$ cat config.mk
export PLATFORM = sky130hd
export DESIGN_NAME = dram_addr_sequencer_flat
export DESIGN_NICKNAME = d
export VERILOG_FILES = /design/src/rtl/dram_pkg.sv /design/src/rtl/dram_addr_sequencer_if.sv /design/src/rtl/dram_req_arb.sv /design/src/rtl/dram_addr_sequencer.sv /design/src/flat_wrapper.sv
export SDC_FILE = /design/constraint.sdc
export NUM_CORES = 1
export LEC_CHECK = 0
export ABC_AREA = 0
export BUFFER_PORTS_ARGS = -buffer_cell sky130_fd_sc_hd__buf_2
export CELL_PAD_IN_SITES_DETAIL_PLACEMENT = 1
export CELL_PAD_IN_SITES_GLOBAL_PLACEMENT = 1
export CORE_AREA = 3 3 73 75
export DETAILED_ROUTE_END_ITERATION = 8
export DIE_AREA = 0 0 76 78
export PLACE_DENSITY_LB_ADDON = 0.08
export SETUP_SLACK_MARGIN = 0.3
export SLEW_MARGIN = 20
export SYNTH_ARGS = -nofsm -noshare
export SYNTH_HDL_FRONTEND = slang
export SYNTH_HIERARCHICAL = 1
export SYNTH_SLANG_ARGS = --single-unit
$ cat constraint.sdc
create_clock -name clk -period 1.8 [get_ports clk]
set_clock_uncertainty 0.1 [all_clocks]
set_input_delay 0.27 -clock clk [delete_from_list [all_inputs] [get_ports clk]]
set_output_delay 0.27 -clock clk [all_outputs]
set_load 0.01 [all_outputs]
$ cat src/rtl/dram_pkg.sv
// Shared definitions for the DRAM address sequencer: FSM encoding,
// default timing and a counter width helper.
package dram_pkg;

  localparam logic [2:0] ST_IDLE = 3'd0;
  localparam logic [2:0] ST_ROW  = 3'd1;
  localparam logic [2:0] ST_COL  = 3'd2;
  localparam logic [2:0] ST_CAS  = 3'd3;
  localparam logic [2:0] ST_PRE  = 3'd4;
  localparam logic [2:0] ST_REF  = 3'd5;

  localparam int DEF_NCH   = 2;
  localparam int DEF_MUX_W = 7;
  localparam int DEF_T_RCD = 2;
  localparam int DEF_T_CAS = 2;
  localparam int DEF_T_RP  = 2;
  localparam int DEF_T_REF = 64;

  // Width for a counter that must hold 0..maxv, never narrower than one bit.
  function automatic int cnt_w(input int maxv);
    return (maxv < 2) ? 1 : $clog2(maxv + 1);
  endfunction

endpackage

$ cat src/rtl/dram_addr_sequencer_if.sv
// Requester and DRAM-pin bundle of the address sequencer.
interface dram_addr_sequencer_if
  import dram_pkg::*;
#(
  parameter int NCH   = DEF_NCH,
  parameter int MUX_W = DEF_MUX_W
) ();
  localparam int ADDR_W = 2 * MUX_W;

  logic [NCH-1:0]        req;
  logic [NCH*ADDR_W-1:0] addr;
  logic [NCH-1:0]        gnt;
  logic [NCH-1:0]        done;
  logic [MUX_W-1:0]      ma;
  logic                  mux_s;
  logic                  nras;
  logic                  ncas;
  logic                  busy;

  modport master (output req, addr, input gnt, done, ma, mux_s, nras, ncas, busy);
  modport slave  (input req, addr, output gnt, done, ma, mux_s, nras, ncas, busy);
endinterface

$ cat src/rtl/dram_req_arb.sv
// Combinational fixed-priority arbiter: lowest set request bit wins.
module dram_req_arb
  import dram_pkg::*;
#(
  parameter int NCH = DEF_NCH
) (
  input  logic [NCH-1:0] req,
  output logic [NCH-1:0] win,
  output logic           vld
);
  // Two's-complement trick isolates the lowest set bit.
  assign win = req & (~req + NCH'(1));
  assign vld = |req;
endmodule

$ cat src/rtl/dram_addr_sequencer.sv
// Arbitrated DRAM access sequencer: row/column address muxing, RAS/CAS
// strobe timing and periodic RAS-only refresh.
module dram_addr_sequencer
  import dram_pkg::*;
#(
  parameter int NCH   = DEF_NCH,
  parameter int MUX_W = DEF_MUX_W,
  parameter int T_RCD = DEF_T_RCD,
  parameter int T_CAS = DEF_T_CAS,
  parameter int T_RP  = DEF_T_RP,
  parameter int T_REF = DEF_T_REF
) (
  input  logic                 clk,
  input  logic                 nres,
  dram_addr_sequencer_if.slave bus
);
  localparam int ADDR_W = 2 * MUX_W;
  localparam int PH_MAX = ((T_RP > T_RCD + T_CAS) ? T_RP : T_RCD + T_CAS) - 1;
  localparam int PH_W   = cnt_w(PH_MAX);
  localparam int REF_W  = cnt_w((T_REF > 0) ? T_REF - 1 : 0);

  localparam logic [PH_W-1:0] RCD_LAST = PH_W'(T_RCD - 1);
  localparam logic [PH_W-1:0] CAS_LAST = PH_W'(T_CAS - 1);
  localparam logic [PH_W-1:0] RP_LAST  = PH_W'(T_RP - 1);
  localparam logic [PH_W-1:0] RF_LAST  = PH_W'(T_RCD + T_CAS - 1);

  logic [2:0]        state, state_nxt;
  logic [PH_W-1:0]   ph_cnt, ph_nxt;
  logic              ref_pend, ref_exp;
  logic [MUX_W-1:0]  ref_row;
  logic [NCH-1:0]    arb_win, own_q;
  logic              arb_vld;
  logic [ADDR_W-1:0] win_addr;
  logic [MUX_W-1:0]  col_q;
  logic              start_acc, enter_ref, ph_last;

  dram_req_arb #(.NCH(NCH)) u_arb (
    .req (bus.req),
    .win (arb_win),
    .vld (arb_vld)
  );

  always_comb begin
    win_addr = '0;
    for (int i = 0; i < NCH; i++)
      if (arb_win[i]) win_addr = win_addr | bus.addr[i*ADDR_W +: ADDR_W];
  end

  always_comb begin
    ph_last = 1'b1;
    case (state)
      ST_ROW:  ph_last = (ph_cnt == RCD_LAST);
      ST_CAS:  ph_last = (ph_cnt == CAS_LAST);
      ST_PRE:  ph_last = (ph_cnt == RP_LAST);
      ST_REF:  ph_last = (ph_cnt == RF_LAST);
      default: ph_last = 1'b1;
    endcase
  end

  // Refresh takes precedence over a waiting request at the IDLE decision.
  always_comb begin
    state_nxt = state;
    case (state)
      ST_IDLE: if (ref_pend) state_nxt = ST_REF;
               else if (arb_vld) state_nxt = ST_ROW;
      ST_ROW:  if (ph_last) state_nxt = ST_COL;
      ST_COL:  state_nxt = ST_CAS;
      ST_CAS:  if (ph_last) state_nxt = ST_PRE;
      ST_PRE:  if (ph_last) state_nxt = ST_IDLE;
      ST_REF:  if (ph_last) state_nxt = ST_PRE;
      default: state_nxt = ST_IDLE;
    endcase
    ph_nxt = (state_nxt != state || state == ST_IDLE) ? '0 : ph_cnt + 1'b1;
  end

  assign start_acc = (state == ST_IDLE) && (state_nxt == ST_ROW);
  assign enter_ref = (state == ST_IDLE) && (state_nxt == ST_REF);

  generate
    if (T_REF > 0) begin : g_ref
      localparam logic [REF_W-1:0] REF_LAST = REF_W'(T_REF - 1);
      logic [REF_W-1:0] ref_cnt;
      always_ff @(posedge clk) begin
        if (!nres)                  ref_cnt <= '0;
        else if (ref_cnt == REF_LAST) ref_cnt <= '0;
        else                        ref_cnt <= ref_cnt + 1'b1;
      end
      assign ref_exp = (ref_cnt == REF_LAST);
    end else begin : g_noref
      assign ref_exp = 1'b0;
    end
  endgenerate

  // Outputs are registered from the next state so they line up with it.
  always_ff @(posedge clk) begin
    if (!nres) begin
      state     <= ST_IDLE;
      ph_cnt    <= '0;
      ref_pend  <= 1'b0;
      ref_row   <= '0;
      bus.gnt   <= '0;
      bus.done  <= '0;
      bus.ma    <= '0;
      bus.mux_s <= 1'b0;
      bus.nras  <= 1'b1;
      bus.ncas  <= 1'b1;
      bus.busy  <= 1'b0;
    end else begin
      state  <= state_nxt;
      ph_cnt <= ph_nxt;
      if (enter_ref) begin
        ref_pend <= 1'b0;
        ref_row  <= ref_row + 1'b1;
      end else if (ref_exp) begin
        ref_pend <= 1'b1;
      end
      bus.gnt   <= start_acc ? arb_win : '0;
      bus.done  <= (state == ST_CAS && state_nxt == ST_PRE) ? own_q : '0;
      bus.nras  <= !(state_nxt inside {ST_ROW, ST_COL, ST_CAS, ST_REF});
      bus.ncas  <= (state_nxt != ST_CAS);
      bus.mux_s <= (state_nxt == ST_COL) || (state_nxt == ST_CAS);
      bus.busy  <= (state_nxt != ST_IDLE);
      if (start_acc)                                bus.ma <= win_addr[MUX_W-1:0];
      else if (state == ST_ROW && state_nxt == ST_COL) bus.ma <= col_q;
      else if (enter_ref)                           bus.ma <= ref_row;
    end
  end

  always_ff @(posedge clk) begin
    if (start_acc) begin
      col_q <= win_addr[ADDR_W-1:MUX_W];
      own_q <= arb_win;
    end
  end

endmodule

$ cat src/flat_wrapper.sv
// flat-port wrapper written by rule: the top's interface ports become plain ports
module dram_addr_sequencer_flat import dram_pkg::*;
#(
  parameter int NCH   = DEF_NCH,
  parameter int MUX_W = DEF_MUX_W,
  parameter int T_RCD = DEF_T_RCD,
  parameter int T_CAS = DEF_T_CAS,
  parameter int T_RP  = DEF_T_RP,
  parameter int T_REF = DEF_T_REF
)
  (clk, nres, bus_req, bus_addr, bus_gnt, bus_done, bus_ma, bus_mux_s, bus_nras, bus_ncas, bus_busy);
  dram_addr_sequencer_if #(.NCH(NCH), .MUX_W(MUX_W)) bus_i ();
  input  logic clk;
  input  logic nres;
  input wire logic [$bits(bus_i.req)-1:0] bus_req;
  input wire logic [$bits(bus_i.addr)-1:0] bus_addr;
  output wire logic [$bits(bus_i.gnt)-1:0] bus_gnt;
  output wire logic [$bits(bus_i.done)-1:0] bus_done;
  output wire logic [$bits(bus_i.ma)-1:0] bus_ma;
  output wire logic [$bits(bus_i.mux_s)-1:0] bus_mux_s;
  output wire logic [$bits(bus_i.nras)-1:0] bus_nras;
  output wire logic [$bits(bus_i.ncas)-1:0] bus_ncas;
  output wire logic [$bits(bus_i.busy)-1:0] bus_busy;
  assign bus_i.req = bus_req;
  assign bus_i.addr = bus_addr;
  assign bus_gnt = bus_i.gnt;
  assign bus_done = bus_i.done;
  assign bus_ma = bus_i.ma;
  assign bus_mux_s = bus_i.mux_s;
  assign bus_nras = bus_i.nras;
  assign bus_ncas = bus_i.ncas;
  assign bus_busy = bus_i.busy;
  dram_addr_sequencer #(.NCH(NCH), .MUX_W(MUX_W), .T_RCD(T_RCD), .T_CAS(T_CAS), .T_RP(T_RP), .T_REF(T_REF)) u_core (.clk(clk), .nres(nres), .bus(bus_i));
endmodule
After elaboration in Yosys (flattened, before gate mapping):

Cells that the tools add are included.

* add/subtract/negate cells: 4
* multipliers: 0
* divide/modulo/power cells: 0
* order comparisons: 0
* equal/unequal tests: 15
* shift operators: 0
* mux-type cells: 12
* bitwise gates (word level): 4
* reduce and logical (&&, ||, !) cells: 19

Operators by type and width (number)
* $mux 14: 2
* $mux 7: 3
* $mux 3: 5
* $pmux 3 s5: 1
* $or 14x14->14: 1
* $eq 3x2->1 const B: 4
* $eq 3x3->1 const B: 4
* $reduce_or 2->1: 5
* $add 7x1->7 const B: 1
* $add 6x1->6 const B: 1
* $eq 3x1->1 const B: 2
* $eq 6x6->1 const B: 1
* $reduce_bool 3->1: 2
* $add 2x1->2 const B: 2
* $logic_and 1x1->1: 4
* $reduce_and 2->1: 2
* $reduce_bool 4->1: 1
* $logic_not 3->1: 1
* $ne 3x2->1 const B: 1
* $ne 3x3->1: 1
* $reduce_or 3->1: 1
* $and 2x2->2: 1
* $eq 2x1->1 const B: 1
* $eq 2x2->1 const B: 1
* 5 further kinds: 6

* register bits after elaboration: 43
* bits in latches: 0
* RAM bits: 0
* memory bits (read-only): 0
* input port bits: 32
* output and inout bits: 15
* logic and storage cells: 68
* memories: 0

Depth between registers and ports, before layout:

* depth after elaboration: 10
* mapped depth: 6

Modules after synthesis:

Netlist, hierarchy kept.

By module, submodules not included
* dram_addr_sequencer: times used 1, cells an instance 177, area each 1805.5 um2, sequential area each 950.9 um2
* dram_req_arb: times used 1, cells an instance 3, area each 20.0 um2, sequential area each 0.0 um2

Worst setup path before layout:

Ideal clock, no wire load.

* kind: reg2reg
* start: reg u_core.state[1]
* end: reg u_core.ref_row[3]
* arrival time: 1.408 ns
* data required time: 1.585 ns
* setup slack: 0.177 ns
* stages on the path, launching flop included: 6
* period minus slack after synthesis: 1.623 ns
* path through: dfxtp_1 buf_2 nor4b_1 nand4_1 xnor2_1 and2_1

* longest elaborated chain between the ends: 7
* elaborated cells on any way between the ends: 17
* classes of those cells: eq/ne: 6; mux: 7; reduce/logical: 4

Ends and longest elaborated chain
* start: declaration: RTL line dram_addr_sequencer.sv:27 `logic [2:0] state, state_nxt;`
* start signal: assignment: RTL line dram_addr_sequencer.sv:109 `state <= state_nxt;`
* $eq 3x3->1 (tied with other cells): RTL line dram_addr_sequencer.sv:51, dram_addr_sequencer.sv:63
* $reduce_or 3->1 (no source line)
* $pmux 1 s2: RTL line dram_addr_sequencer.sv:51 `case (state)`
* $mux 3, on equally long branches
* $pmux 3 s5: RTL line dram_addr_sequencer.sv:63 `case (state)`
* $eq 3x3->1: RTL line dram_addr_sequencer.sv:77 `assign enter_ref = (state == ST_IDLE) && (state_nxt == ST_REF);`
* $logic_and 1x1->1 (*): RTL line dram_addr_sequencer.sv:77
* end signal: assignment: RTL line dram_addr_sequencer.sv:113 `ref_row <= ref_row + 1'b1;`
* end: declaration: RTL line dram_addr_sequencer.sv:30 `logic [MUX_W-1:0] ref_row;`

Mark *: on every way between the ends. The rest lies on a longest branch, timed or not.
A chain may end at the register's enable or synchronous reset.

Worst setup path after layout:

* start: reg u_core.state[1]
* end: reg u_core.ref_row[0]

Same word-level chain as after synthesis.

==> impl_metrics.json <==
{
  "grt_overflow": 0,
  "wirelength_um": 5350,
  "crit_path_start_kind": "register",
  "drt_first_pass_iters": 4,
  "peakVddDrop_mv": 0.356,
  "numCtsBuffers": 5,
  "synth_area_sq_um": 1830,
  "rsz0062_at_grt": "true",
  "initial_utilization_pct": 38.6,
  "cts_tree": "done",
  "drtIter0Drc": 49,
  "switching_share_pct": 25.8,
  "cp_slowest_stage_delay_ps": 630,
  "r2r_end": "u_core/ref_row[0]",
  "hold_viol": 0,
  "p_leak_nw": 1.16,
  "hold_class": "in -> reg",
  "pwr-share-clk_pct": 30.4,
  "whs_path_depth": 2,
  "seq_power_share_pct": 52.6,
  "powerDensity_nw_per_um2": 791,
  "slew_headroom_pct": 76.5,
  "synthTopCellsByArea": "dfxtp_1 37%, edfxtp_1 15%, a22o_1 3.8%",
  "h-tree-depth": 2,
  "clock.fmax_mhz": 605,
  "avgSynthCellArea_sq_um": 10.1,
  "rr_worst_depth": 4,
  "worstMarginPinSlew_ps": 349,
  "synth_warnings": 6,
  "post-synth-top-count-cell": "dfxtp_1",
  "hold_path_end": "u_core/col_q[5]",
  "hp-start": "bus_addr[26]",
  "yosys.area.top_type": "dfxtp_1",
  "route.vias.total": 1645,
  "synth-edff-count": 9,
  "die_w_um": 76,
  "yosys-top-cells-count": "34 x dfxtp_1, 18 x nor2_1, 10 x and2_1",
  "drive_gt1_share_pct": 46.8,
  "critical_path.slowest_cell": "or4b_4",
  "finalSetupViolations": 0,
  "crit_path_max_fanout": 8,
  "total_power_mw": 2.06,
  "worst_skew_pair.late_latency_ps": 300,
  "num_rows": 25,
  "dp.cells": 293,
  "clk_pin_slew_ps": 80,
  "p_sw_uw": 530,
  "syn_inst": 180,
  "dp_hpwl_um": 3540,
  "coreArea_sq_um": 4720,
  "wl_per_cell_um": 17.0,
  "internal_power_mw": 1.53,
  "grt_pass1_wl_um": 8540,
  "area_growth_pct": 42.6,
  "ys_types": 38,
  "ys_seq_elements": 43,
  "cap_viol_max_count": 0,
  "timing.final.crit_period_ps": 1650,
  "path_class": "reg -> reg",
  "syn_nets": 214,
  "synth_async_sr_flop_share_pct": 0,
  "required_ps": 1890,
  "fp.dieH_um": 78,
  "seq_area_frac_synth_pct": 52.1,
  "diodes": 0,
  "grt_use_total_pct": 18.3,
  "hold_buffers": 0,
  "grt_max_degree": 24,
  "drcViolationCount": 0,
  "nNetsFinal": 281,
  "place_area_sq_um": 2170,
  "vias_per_cell": 5.22,
  "worstPathCellList": "or4b_4 > buf_6 > xnor2_1 > and2_1",
  "clock_path_buffers": 2,
  "outcome": "finished clean",
  "io_pins": 47,
  "gp_congestion": 0.757,
  "utilization_pct": 55.1,
  "synth_flop_cell": "dfxtp_1",
  "final.period_utilization_pct": 91.8,
  "ff2ff_setup_slack_ps": 150,
  "port_buffers": 46,
  "clock_sinks": 43,
  "cts_root_buf": "clkbuf_8",
  "layout.cells.non_filler": 315,
  "final_design_area_no_fill_sq_um": 2600,
  "cp-end-kind": "register",
  "die_area_sq_um": 5930,
  "antenna_found_initial": 0,
  "fillerInstances": 545,
  "ant_nets": 0,
  "grt_pass1_vias": 1735,
  "reg2reg_from": "u_core/state[1]",
  "synth_top_area_share_pct": 37.3,
  "totalNegativeSetupSlack_ps": 0,
  "comb_power_share_pct": 16.9,
  "slew_violations": 0,
  "worst_ep_arrival_time_ps": 1740
}
[worst max-delay path: cells and delay by family, from the launching register on]
kind | cells | cell delay, ps
DFF | 1 | 360
and+or+nand+nor | 2 | 790
buffers and inverters | 1 | 170
xor gates and xnor gates | 1 | 120
[layer usage]
layer  GRT usage [%]  routed length (um)
met5               0                   0
met4            7.61                  89
met3            3.13                 192
met2            33.9                2850
met1            20.9                2220
[cell usage in the layout (no fill, tap or decap), types with 2 or more instances in the layout]
cell type | Yosys | layout
a22o_1 | 8 | 8
nor2_2 | 0 | 3
nor2_1 | 18 | 15
nand2b_4 | 0 | 3
inv_1 | 3 | 2
dfxtp_2 | 0 | 3
buf_6 | 1 | 8
nor4_1 | 5 | 5
dfxtp_1 | 34 | 28
nand2_1 | 8 | 7
nand4_1 | 2 | 2
xnor2_1 | 5 | 5
a21oi_1 | 3 | 3
nor3_1 | 6 | 2
o21ai_1 | 0 | 2
clkbuf_8 | 0 | 6
nor2b_1 | 2 | 2
xor2_1 | 6 | 5
buf_2 | 2 | 46
dfxtp_4 | 0 | 3
o22ai_2 | 0 | 2
nor3_4 | 0 | 3
ha_1 | 2 | 2
o21ai_2 | 0 | 3
nand2b_1 | 6 | 3
and3_1 | 7 | 7
nand3_1 | 4 | 3
a221oi_1 | 7 | 2
buf_4 | 1 | 17
edfxtp_1 | 9 | 9
and2_1 | 10 | 10
a221oi_2 | 0 | 4
[worst max path at each step]
stage / startpoint / to / slack [ps]
after floorplan: u_core/state[0] / u_core/ref_row[5] / 210
after global placement: u_core/state[0] / u_core/col_q[6] / 110
after detailed placement: u_core/state[1] / u_core/col_q[3] / 50
after CTS: u_core/state[2] / u_core/ref_row[0] / 180
after global routing: u_core/state[1] / u_core/ref_row[0] / 120
final: u_core/state[1] / u_core/ref_row[0] / 150
[cell families after synthesis]
group | after synthesis | share of synthesized area, %
XOR/XNOR | 11 | 5.28
AO/OA/AOI/OAI | 34 | 14.9
buffers and inverters | 14 | 3.63
adder cells (fa/ha/maj) | 2 | 1.37
AND/OR/NAND/NOR | 76 | 22.7
flip-flops | 43 | 52.1
[cell type report]
type | count | area, sq um | area share [%]
Multi-Input combinational cell | 123 | 997 | 38.3
Sequential cell | 43 | 966 | 37.1
Timing Repair Buffer | 71 | 448 | 17.2
Clock buffer | 7 | 86.3 | 3.32
Tap cell | 67 | 83.8 | 3.22
Inverter | 3 | 16.3 | 0.625
Clock inverter | 1 | 5.00 | 0.192
[power by group through the flow]
stage | logic [mW] | clock network (mW) | registers [mW]
2_1_floorplan | 0.144 | 0 | 1.11
3_5_place_dp | 0.269 | 0 | 1.11
4_1_cts | 0.302 | 0.648 | 1.08
6_report | 0.348 | 0.626 | 1.08
3_3_place_gp | 0.262 | 0 | 1.10
5_1_grt | 0.379 | 0.699 | 1.09
[stage by stage]
| stage | setup slack (ps) | hold WS (ps) |
|---|---|---|
| after global routing | 120 | 144 |
| after detailed placement | 51.2 | 336 |
| after floorplan | 205 | 312 |
| final | 148 | 152 |
| after CTS | 179 | 142 |
| after global placement | 107 | 319 |
[sequential cells by signal (all words and copies together), names as in the netlist]
signal,flops
u_core/bus.ma,7
u_core/col_q,7
u_core/ref_row,7
u_core/g_ref.ref_cnt,6
u_core/state,3
u_core/bus.done,2
u_core/bus.gnt,2
u_core/own_q,2
u_core/ph_cnt,2
u_core/bus.busy,1
u_core/bus.mux_s,1
u_core/bus.ncas,1
u_core/bus.nras,1
u_core/ref_pend,1
[what timing repair did]
| action | CTS | global route |
|---|---|---|
| resized for setup | 32 | 30 |
| setup endpoints to repair | 27 | 30 |
| setup buffers | 6 | 8 |
| pin swaps | 8 | 10 |
Note: power is estimated with default switching activity, not from simulation.
